`src/rtl/instruction_sequencer_pkg.sv`:
```
// Shared definitions for the instruction sequencer: FSM state encoding,
// the NOP terminator opcode and the default opcode width.
package instruction_sequencer_pkg;

  localparam int OP_W_DEFAULT = 20;

  localparam logic [OP_W_DEFAULT-1:0] OP_NOP = 20'h00000;

  typedef enum logic [1:0] {
    IDLE      = 2'd0,
    WAIT_DONE = 2'd1,
    WAIT_ACK  = 2'd2,
    HALT      = 2'd3
  } seq_state_t;

endpackage

```
`src/rtl/instruction_sequencer_seq_prog_mem.sv`:
```
// Program store for the instruction sequencer: register array with a
// synchronous write port and a combinational read port, contents not reset.
module seq_prog_mem #(
  parameter int OP_W  = 20,
  parameter int DEPTH = 32,
  parameter int A_W   = 5
) (
  input  logic            clk,
  input  logic            we,
  input  logic [A_W-1:0]  waddr,
  input  logic [OP_W-1:0] wdata,
  input  logic [A_W-1:0]  raddr,
  output logic [OP_W-1:0] rdata
);

  logic [OP_W-1:0] mem [DEPTH];

  always_ff @(posedge clk) begin
    if (we) mem[waddr] <= wdata;
  end

  assign rdata = mem[raddr];

endmodule

```
`src/rtl/instruction_sequencer.sv`:
```
// Feeds a stored program of opcodes to the Excutor one at a time, issuing
// the next word only after Done has been seen low (accepted) and high again.
module instruction_sequencer
  import instruction_sequencer_pkg::*;
#(
  parameter int OP_W        = OP_W_DEFAULT,
  parameter int DEPTH       = 32,
  parameter int A_W         = 5,
  parameter int ACK_TIMEOUT = 8
) (
  input  logic            Clock,
  input  logic            Reset,
  input  logic            LoadEn,
  input  logic [A_W-1:0]  LoadAddr,
  input  logic [OP_W-1:0] LoadData,
  input  logic [A_W:0]    ProgLen,
  input  logic            Start,
  input  logic            ExecDone,
  output logic [OP_W-1:0] OpCode,
  output logic [A_W:0]    Pc,
  output logic [A_W:0]    IssueCount,
  output logic            Running,
  output logic            Finished,
  output logic            TimeoutErr
);

  localparam int LEN_W = A_W + 1;
  localparam int CNT_W = $clog2(ACK_TIMEOUT) + 1;

  seq_state_t       state, state_nxt;
  logic [LEN_W-1:0] len_q, len_nxt;
  logic [LEN_W-1:0] pc_nxt, issue_nxt;
  logic [OP_W-1:0]  op_nxt;
  logic             run_nxt, fin_nxt, terr_nxt;
  logic [CNT_W-1:0] ack_cnt, ack_nxt;
  logic [OP_W-1:0]  rd_word;
  logic             mem_we;

  function automatic logic [LEN_W-1:0] clamp_len(input logic [LEN_W-1:0] n);
    return (n > LEN_W'(DEPTH)) ? LEN_W'(DEPTH) : n;
  endfunction

  // The store only accepts writes while no run is in progress.
  assign mem_we = LoadEn && ((state == IDLE) || (state == HALT));

  seq_prog_mem #(
    .OP_W  (OP_W),
    .DEPTH (DEPTH),
    .A_W   (A_W)
  ) u_prog_mem (
    .clk   (Clock),
    .we    (mem_we),
    .waddr (LoadAddr),
    .wdata (LoadData),
    .raddr (Pc[A_W-1:0]),
    .rdata (rd_word)
  );

  always_comb begin
    state_nxt = state;
    len_nxt   = len_q;
    pc_nxt    = Pc;
    issue_nxt = IssueCount;
    op_nxt    = OpCode;
    run_nxt   = Running;
    fin_nxt   = Finished;
    terr_nxt  = TimeoutErr;
    ack_nxt   = ack_cnt;

    case (state)
      IDLE, HALT: begin
        op_nxt = '0;
        if (Start) begin
          len_nxt   = clamp_len(ProgLen);
          pc_nxt    = '0;
          issue_nxt = '0;
          fin_nxt   = 1'b0;
          terr_nxt  = 1'b0;
          run_nxt   = 1'b1;
          state_nxt = WAIT_DONE;
        end
      end

      WAIT_DONE: begin
        // Pc == len is tested first, so the wrapped read at Pc == DEPTH is never used.
        if ((Pc == len_q) || (rd_word == OP_W'(OP_NOP))) begin
          op_nxt    = '0;
          fin_nxt   = 1'b1;
          run_nxt   = 1'b0;
          state_nxt = HALT;
        end else if (ExecDone) begin
          op_nxt    = rd_word;
          pc_nxt    = Pc + 1'b1;
          issue_nxt = IssueCount + 1'b1;
          ack_nxt   = '0;
          state_nxt = WAIT_ACK;
        end
      end

      WAIT_ACK: begin
        if (!ExecDone) begin
          state_nxt = WAIT_DONE;
        end else if (ack_cnt == CNT_W'(ACK_TIMEOUT - 1)) begin
          terr_nxt  = 1'b1;
          op_nxt    = '0;
          fin_nxt   = 1'b0;
          run_nxt   = 1'b0;
          state_nxt = HALT;
        end else begin
          ack_nxt = ack_cnt + 1'b1;
        end
      end

      default: state_nxt = IDLE;
    endcase
  end

  always_ff @(posedge Clock or posedge Reset) begin
    if (Reset) begin
      state      <= IDLE;
      len_q      <= '0;
      Pc         <= '0;
      IssueCount <= '0;
      OpCode     <= '0;
      Running    <= 1'b0;
      Finished   <= 1'b0;
      TimeoutErr <= 1'b0;
      ack_cnt    <= '0;
    end else begin
      state      <= state_nxt;
      len_q      <= len_nxt;
      Pc         <= pc_nxt;
      IssueCount <= issue_nxt;
      OpCode     <= op_nxt;
      Running    <= run_nxt;
      Finished   <= fin_nxt;
      TimeoutErr <= terr_nxt;
      ack_cnt    <= ack_nxt;
    end
  end

endmodule

```
`config.mk`:
```
export PLATFORM = sky130hd
export DESIGN_NAME = instruction_sequencer
export DESIGN_NICKNAME = d
export VERILOG_FILES = /design/src/rtl/instruction_sequencer_pkg.sv /design/src/rtl/instruction_sequencer_seq_prog_mem.sv /design/src/rtl/instruction_sequencer.sv
export SDC_FILE = /design/constraint.sdc
export NUM_CORES = 1
export LEC_CHECK = 0
export BUFFER_PORTS_ARGS = -buffer_cell sky130_fd_sc_hd__buf_2
export CORE_MARGIN = 4
export CORE_UTILIZATION = 55
export CTS_CLUSTER_DIAMETER = 120
export CTS_CLUSTER_SIZE = 40
export DETAILED_ROUTE_END_ITERATION = 8
export HOLD_SLACK_MARGIN = 0.15
export PLACE_DENSITY = 0.73
export SLEW_MARGIN = 20
export SYNTH_ARGS = -nofsm -noshare
export SYNTH_HDL_FRONTEND = slang
export SYNTH_SLANG_ARGS = --single-unit
```
`constraint.sdc`:
```
create_clock -name Clock -period 9.9 [get_ports Clock]
set_input_delay 1.98 -clock Clock [delete_from_list [all_inputs] [get_ports Clock]]
set_output_delay 1.98 -clock Clock [all_outputs]
set_load 0.005 [all_outputs]
```
; Word level (Yosys, flattened, before mapping)
; Memory sizes are Yosys's and may differ from the RTL's.
; Cells that the tools add are included.
[op_classes]
shifts = 0
n_lt_le_gt_ge = 1
n_mul = 0
add_sub_neg = 3
bitwise = 0
n_mux = 37
reduce_logical = 16
n_eq_ne = 14
div_mod_pow = 0
[ops]
columns = cell, count
row1 = two-way mux 20 bit, 4
row2 = case mux 20 bit (3 select lines), 1
row3 = two-way mux 6 bit, 6
row4 = case mux 6 bit (2 select lines), 2
row5 = logical NOT 20 bit, 1
row6 = two-way mux 4 bit, 4
row7 = "inequality test 2 bit, second input constant", 7
row8 = "adder 6 x 1 -> 6 bit, second input constant", 2
row9 = AND reduction 4 bit, 3
row10 = two-way mux 1 bit, 10
row11 = two-way mux 2 bit, 5
row12 = case mux 4 bit (2 select lines), 1
row13 = equality test 6 bit, 1
row14 = "> comparator 6 bit, second input constant", 1
row15 = "inequality test 3 bit, second input constant", 2
row16 = case mux 1 bit (3 select lines), 2
row17 = case mux 2 bit (3 select lines), 1
row18 = AND reduction 3 bit, 2
row19 = nonzero test 2 bit, 3
row20 = AND reduction 5 bit, 1
row21 = "adder 4 x 1 -> 4 bit, second input constant", 1
row22 = "equality test 2 bit, second input constant", 2
row23 = "equality test 4 x 3 -> 1 bit, second input constant", 1
row24 = "equality test 2 x 1 -> 1 bit, second input constant", 1
row25 = other kinds (6), 7
[totals]
reg_bits = 47
n_memories = 1
latch_bits = 0
mem_bits_rw = 640
rom_bits = 0
[memory_table]
columns = memory, words, width, rd, rd_ports_with_merged_regs, write_ports, line_no
row1 = u_prog_mem.mem, 32, 20, 1, 0, 1, instruction_sequencer_seq_prog_mem.sv:16  ; logic [OP_W-1:0] mem [DEPTH];

; Longest topological paths before layout
[logic_depth]
ltp_word = 5
depth_mapped = 16
mapped_depth_nobuf = 10

; Modules after synthesis
; A second synthesis with hierarchy kept.
[unflattened]
cells_unflattened = 1613
hier_area_um2 = 27481.4
[modules_own_cells]
columns = mod, seq_area_each_um2, area_each_um2, cells_each, n_inst
row1 = seq_prog_mem, 19218.4, 25152.9, 1394, 1
row2 = instruction_sequencer, 1176.1, 2328.5, 219, 1

; Least setup slack after synthesis
; Ideal clock, no wire load.
[synth_timing]
kind = in2reg
start = input LoadEn
end = memory u_prog_mem.mem[12][0], enable pin
setup_slack_ns = 6.090
cell_stages = 4
n_path_buf = 1
setup_time_ns = 0.397
arrival_time_ns = 3.413
path_cell_list = nand2_1 > or3_1 > clkbuf_1 > nor2_1
[synth_between]
elab_chain_len = 3
[synth_lines]
columns = item, line_no
row1 = "start, declared", instruction_sequencer.sv:13  ; input logic LoadEn,
row2 = logical AND 1 bit, instruction_sequencer.sv:44  ; assign mem_we = LoadEn && ((state == IDLE) || (state == HALT));
row3 = two-way mux 1 bit, instruction_sequencer_seq_prog_mem.sv:19  ; if (we) mem[waddr] <= wdata;
row4 = two-way mux 1 bit (implied by the code), instruction_sequencer_seq_prog_mem.sv:19
row5 = "end, declared", instruction_sequencer_seq_prog_mem.sv:16
; Every way passes these cells.

; Worst setup path in the final report
[layout_timing]
start = register Pc[1]
end = register IssueCount[5]
[layout_between]
elab_chain_len = 5
word_cells_on_any_way = 6
classes_between = eq/ne: 2 / reduce/logical: 3 / memory: 1
[layout_lines]
columns = item, line_no
row1 = "start, declared", instruction_sequencer.sv:20  ; output logic [A_W:0] Pc,
row2 = "start signal, assigned", instruction_sequencer.sv:132  ; Pc <= pc_nxt;
row3 = memory read (32 x 20 bit), -
row4 = logical NOT 20 bit, instruction_sequencer.sv:86  ; if ((Pc == len_q) || (rd_word == OP_W'(OP_NOP))) begin
row5 = logical OR 1 bit (*), instruction_sequencer.sv:86
row6 = inequality test 2 bit (no line) (*), -
row7 = AND reduction 4 bit (no line) (*), -
row8 = "end signal, assigned", instruction_sequencer.sv:133  ; IssueCount <= issue_nxt;
row9 = "end, declared", instruction_sequencer.sv:21  ; output logic [A_W:0] IssueCount,
; Mark *: on every way between the ends. The rest lies on a longest branch, timed or not.
; A chain may end at the register's enable or synchronous reset.

==> run metrics <==
CP Launch Type=register; final period utilization=approximately 50%; DRC errors left=0; Diodes inserted=0; number of global-route vias before repair=approximately 13000; Net Sw Power=approximately 0.0016 W; skew final=between 0.05 and 0.06 ns; RSZ-0062 raised after global routing=false; Synth area leader=edfxtp_1; design area=between 20000 and 30000 um2; cts repair resizes=0; Main synth FF type=edfxtp_1; area of the core=between 40000 and 50000 um2; clock sink count=687; Worst Reg-to-Reg Cells=11; starting DRC count in detailed routing=around 1700; main combinational cell family by area after synthesis=multiplexers; CTS tree=built; Setup crit end kind=register; share of Yosys cell area claimed by the top area cell type=a little under three quarters; Via density=~6.7; r2r endpoint=IssueCount[5]; GRT Util Overall=a little under a quarter; Max-slew headroom=about 23%; Die Footprint=about 53000 um2; Hold Buf Count CTS=0; pwr/cell area=a little over 200 nW/um2; Yosys reg bits=about 690; Final Hold Viols=0; leakage=8.95 nW; Hold Path Stages=2; nets=~1300; Placement Cell Area=roughly 28000 um2; shortest period the worst path allows=just over 5 ns; row count=80; syn_area_per_cell=roughly 22 um2; Reg power frac=between 50% and 60%; maximum vdd drop=about 0.00013 V; I/O Buffers=70; Wirelength per Cell=around 31 um; outcome=completed; drt total wl=60800 um; r2r setup slk=4.85 ns; Critical Path RT=around 10 ns; Synth Area in Compound Gates=around 2.3%; die height=~230 um; IO Count=71; Sw Ratio=between 20% and 30%; Synth async-reset ratio=6.84%; hold_sp=TimeoutErr; clock buffer count from CTS=21; maxcap violations=0; area delta synth->final=6.75%; Initial Util=between 50% and 60%; mux cell area share after synthesis=17.1%; worst-path maximum fanout=99; layout cells sized above 1=between 20% and 30%; setup bufs post-CTS=0; Power Internal=~0.0043 W; clock transition at the registers of the reported paths=approximately 0.15 ns; Post-synth EDFFs=between 600 and 700; pin count of the biggest net entering global routing=100; worst-margin pin slew=~1.2 ns; combinational share of power=a little over a fifth; H-tree depth=1; Crit Reg-Reg Startpoint=Pc[1]; initial antenna violation count=0; Syn. warnings=0; post-route ant nets=0; WS Path Type=register to register; synthesized area=about 27000 um2; worst path arrival time=5.52 ns; max-slew violation count=0; Highest Clock Rate=198 MHz; first drt pass iteration count=5; adder-cell share of the synthesized area=less than 1%; HPWL Detailed=~33000 um; Cells after Synth=around 1200; library cells used by synthesis=between 50 and 60; DR vias=between 10000 and 15000; final setup fails=0; Clock Power Share=between 20% and 30%; RePlAce Congestion=around 0.79; global route overflow=0; Synth Area in Simple Gates=around 3%; first-pass GRT wire length=~88000 um; synth top area cells=edfxtp_1, mux4_2, dfrtp_1; DIE WIDTH=229 um; Post-Synth XOR/XNOR Area=less than 1%; Bufs on Longest Clock Path=3; post-synthesis sequential area ratio=between 70% and 80%; clock root buffer=clkbuf_16; Post-Synthesis Net Count=1290; worst skew pair latency=0.60 ns; Hold WC Path Type=register to register; hold endpoint=TimeoutErr; Setup TNS=0 ns
==> layout make-up <==
type	count	area, um2
Multi-Input combinational cell	486	6290
Tap cell	615	769
Inverter	11	42.5
Clock buffer	36	582
Sequential cell	687	20400
Timing Repair Buffer	99	626
Fill cell	3297	19300
Clock inverter	2	38.8
==> state kept, by name, indices dropped and copies added (netlist names) <==
signal and count:
Finished 1, IssueCount 6, OpCode 20, Pc 6
Running 1, TimeoutErr 1, ack_cnt 4, len_q 6
state 2, u_prog_mem.mem 640
==> power groups by stage <==
stage / combinational (W) / sequential, W / clock, W
finish: 0.00130 / 0.00338 / 0.00122
global route: 0.00139 / 0.00339 / 0.00135
CTS: 0.00131 / 0.00338 / 0.00124
detailed placement: 0.00131 / 0.00344 / 0
global placement: 0.00129 / 0.00344 / 0
floorplan: 0.000935 / 0.00340 / 0
==> kinds of logic after synthesis <==
logic type                 Yosys count
DFF                                687
muxes                              217
and+or+nand+nor                    173
AOI/OAI and AO/OA                   85
buffers and inverters               76
xor gates and xnor gates             6
adders and majority gates            5
==> stage by stage <==
| stage | util, % | cells | hold WS, ns | setup WS [ns] | power (W) |
|---|---|---|---|---|---|
| 6_report | 59.8 | 1936 | 0.515 | 4.85 | 0.00590 |
| 5_1_grt | 59.8 | 1936 | 0.538 | 4.51 | 0.00613 |
| 4_1_cts | 59.7 | 1934 | 0.512 | 4.85 | 0.00593 |
| 3_5_place_dp | 58.5 | 1896 | 0.478 | 4.88 | 0.00475 |
| 3_3_place_gp | 58.5 | 1896 | 0.474 | 4.90 | 0.00473 |
| 2_1_floorplan | - | 1249 | 0.469 | 6.09 | 0.00434 |
==> worst max-delay path, stage by stage (launching register included) <==
cell      delay (ns)
dfrtp_4         0.67
buf_12          0.56
mux4_2          0.60
mux4_2          0.48
mux2i_1         0.40
nand2_1         0.22
nor3_1          0.17
nor4bb_1        0.41
a21o_1          0.64
or3_1           0.25
mux2i_1         0.18
o311ai_0        0.13
==> synth_stat cells (6+ instances only) <==
cell type,n
a21oi_1,10
buf_1,6
buf_2,24
buf_4,12
clkbuf_1,18
dfrtp_1,47
edfxtp_1,640
inv_1,9
mux2i_1,20
mux4_2,194
nand2_1,59
nand2b_1,11
nand3_1,13
nor2_1,52
nor3_1,8
o211ai_1,10
o21ai_0,16
o2bb2ai_1,16
==> routing by layer <==
metal	vias to the layer above	routed length (um)	track usage, %
li1	5290	-	-
met1	6901	24100	33.7
met2	650	30400	37.8
met3	69	5100	3.53
met4	0	1190	4.17
met5	-	0	0
==> layout by cell type, fill, tap and decap left out, types with 8 or more instances in the layout <==
master	n
clkbuf_1	15
nor3_1	8
nand2b_1	11
clkbuf_16	21
nand2_1	59
nor2_4	14
edfxtp_1	640
nor2_2	18
o21ai_0	16
buf_2	70
nand3_1	13
mux2i_1	20
o211ai_1	10
mux4_2	194
dfrtp_1	45
nor2_1	20
a21oi_1	10
buf_4	25
o2bb2ai_1	16
==> worst max-delay path by stage <==
stage                start               endpoint  slack [ns]  depth (start not counted)
finish               Pc[1]          IssueCount[5]        4.85                         11
global route         Pc[1]          IssueCount[5]        4.51                         10
CTS                  Pc[1]          IssueCount[5]        4.85                         10
detailed placement   Pc[1]          IssueCount[5]        4.88                         10
global placement     Pc[1]          IssueCount[5]        4.90                         10
floorplan           LoadEn  u_prog_mem.mem[12][0]        6.09                          4
Power figures use the tool's default switching activity.
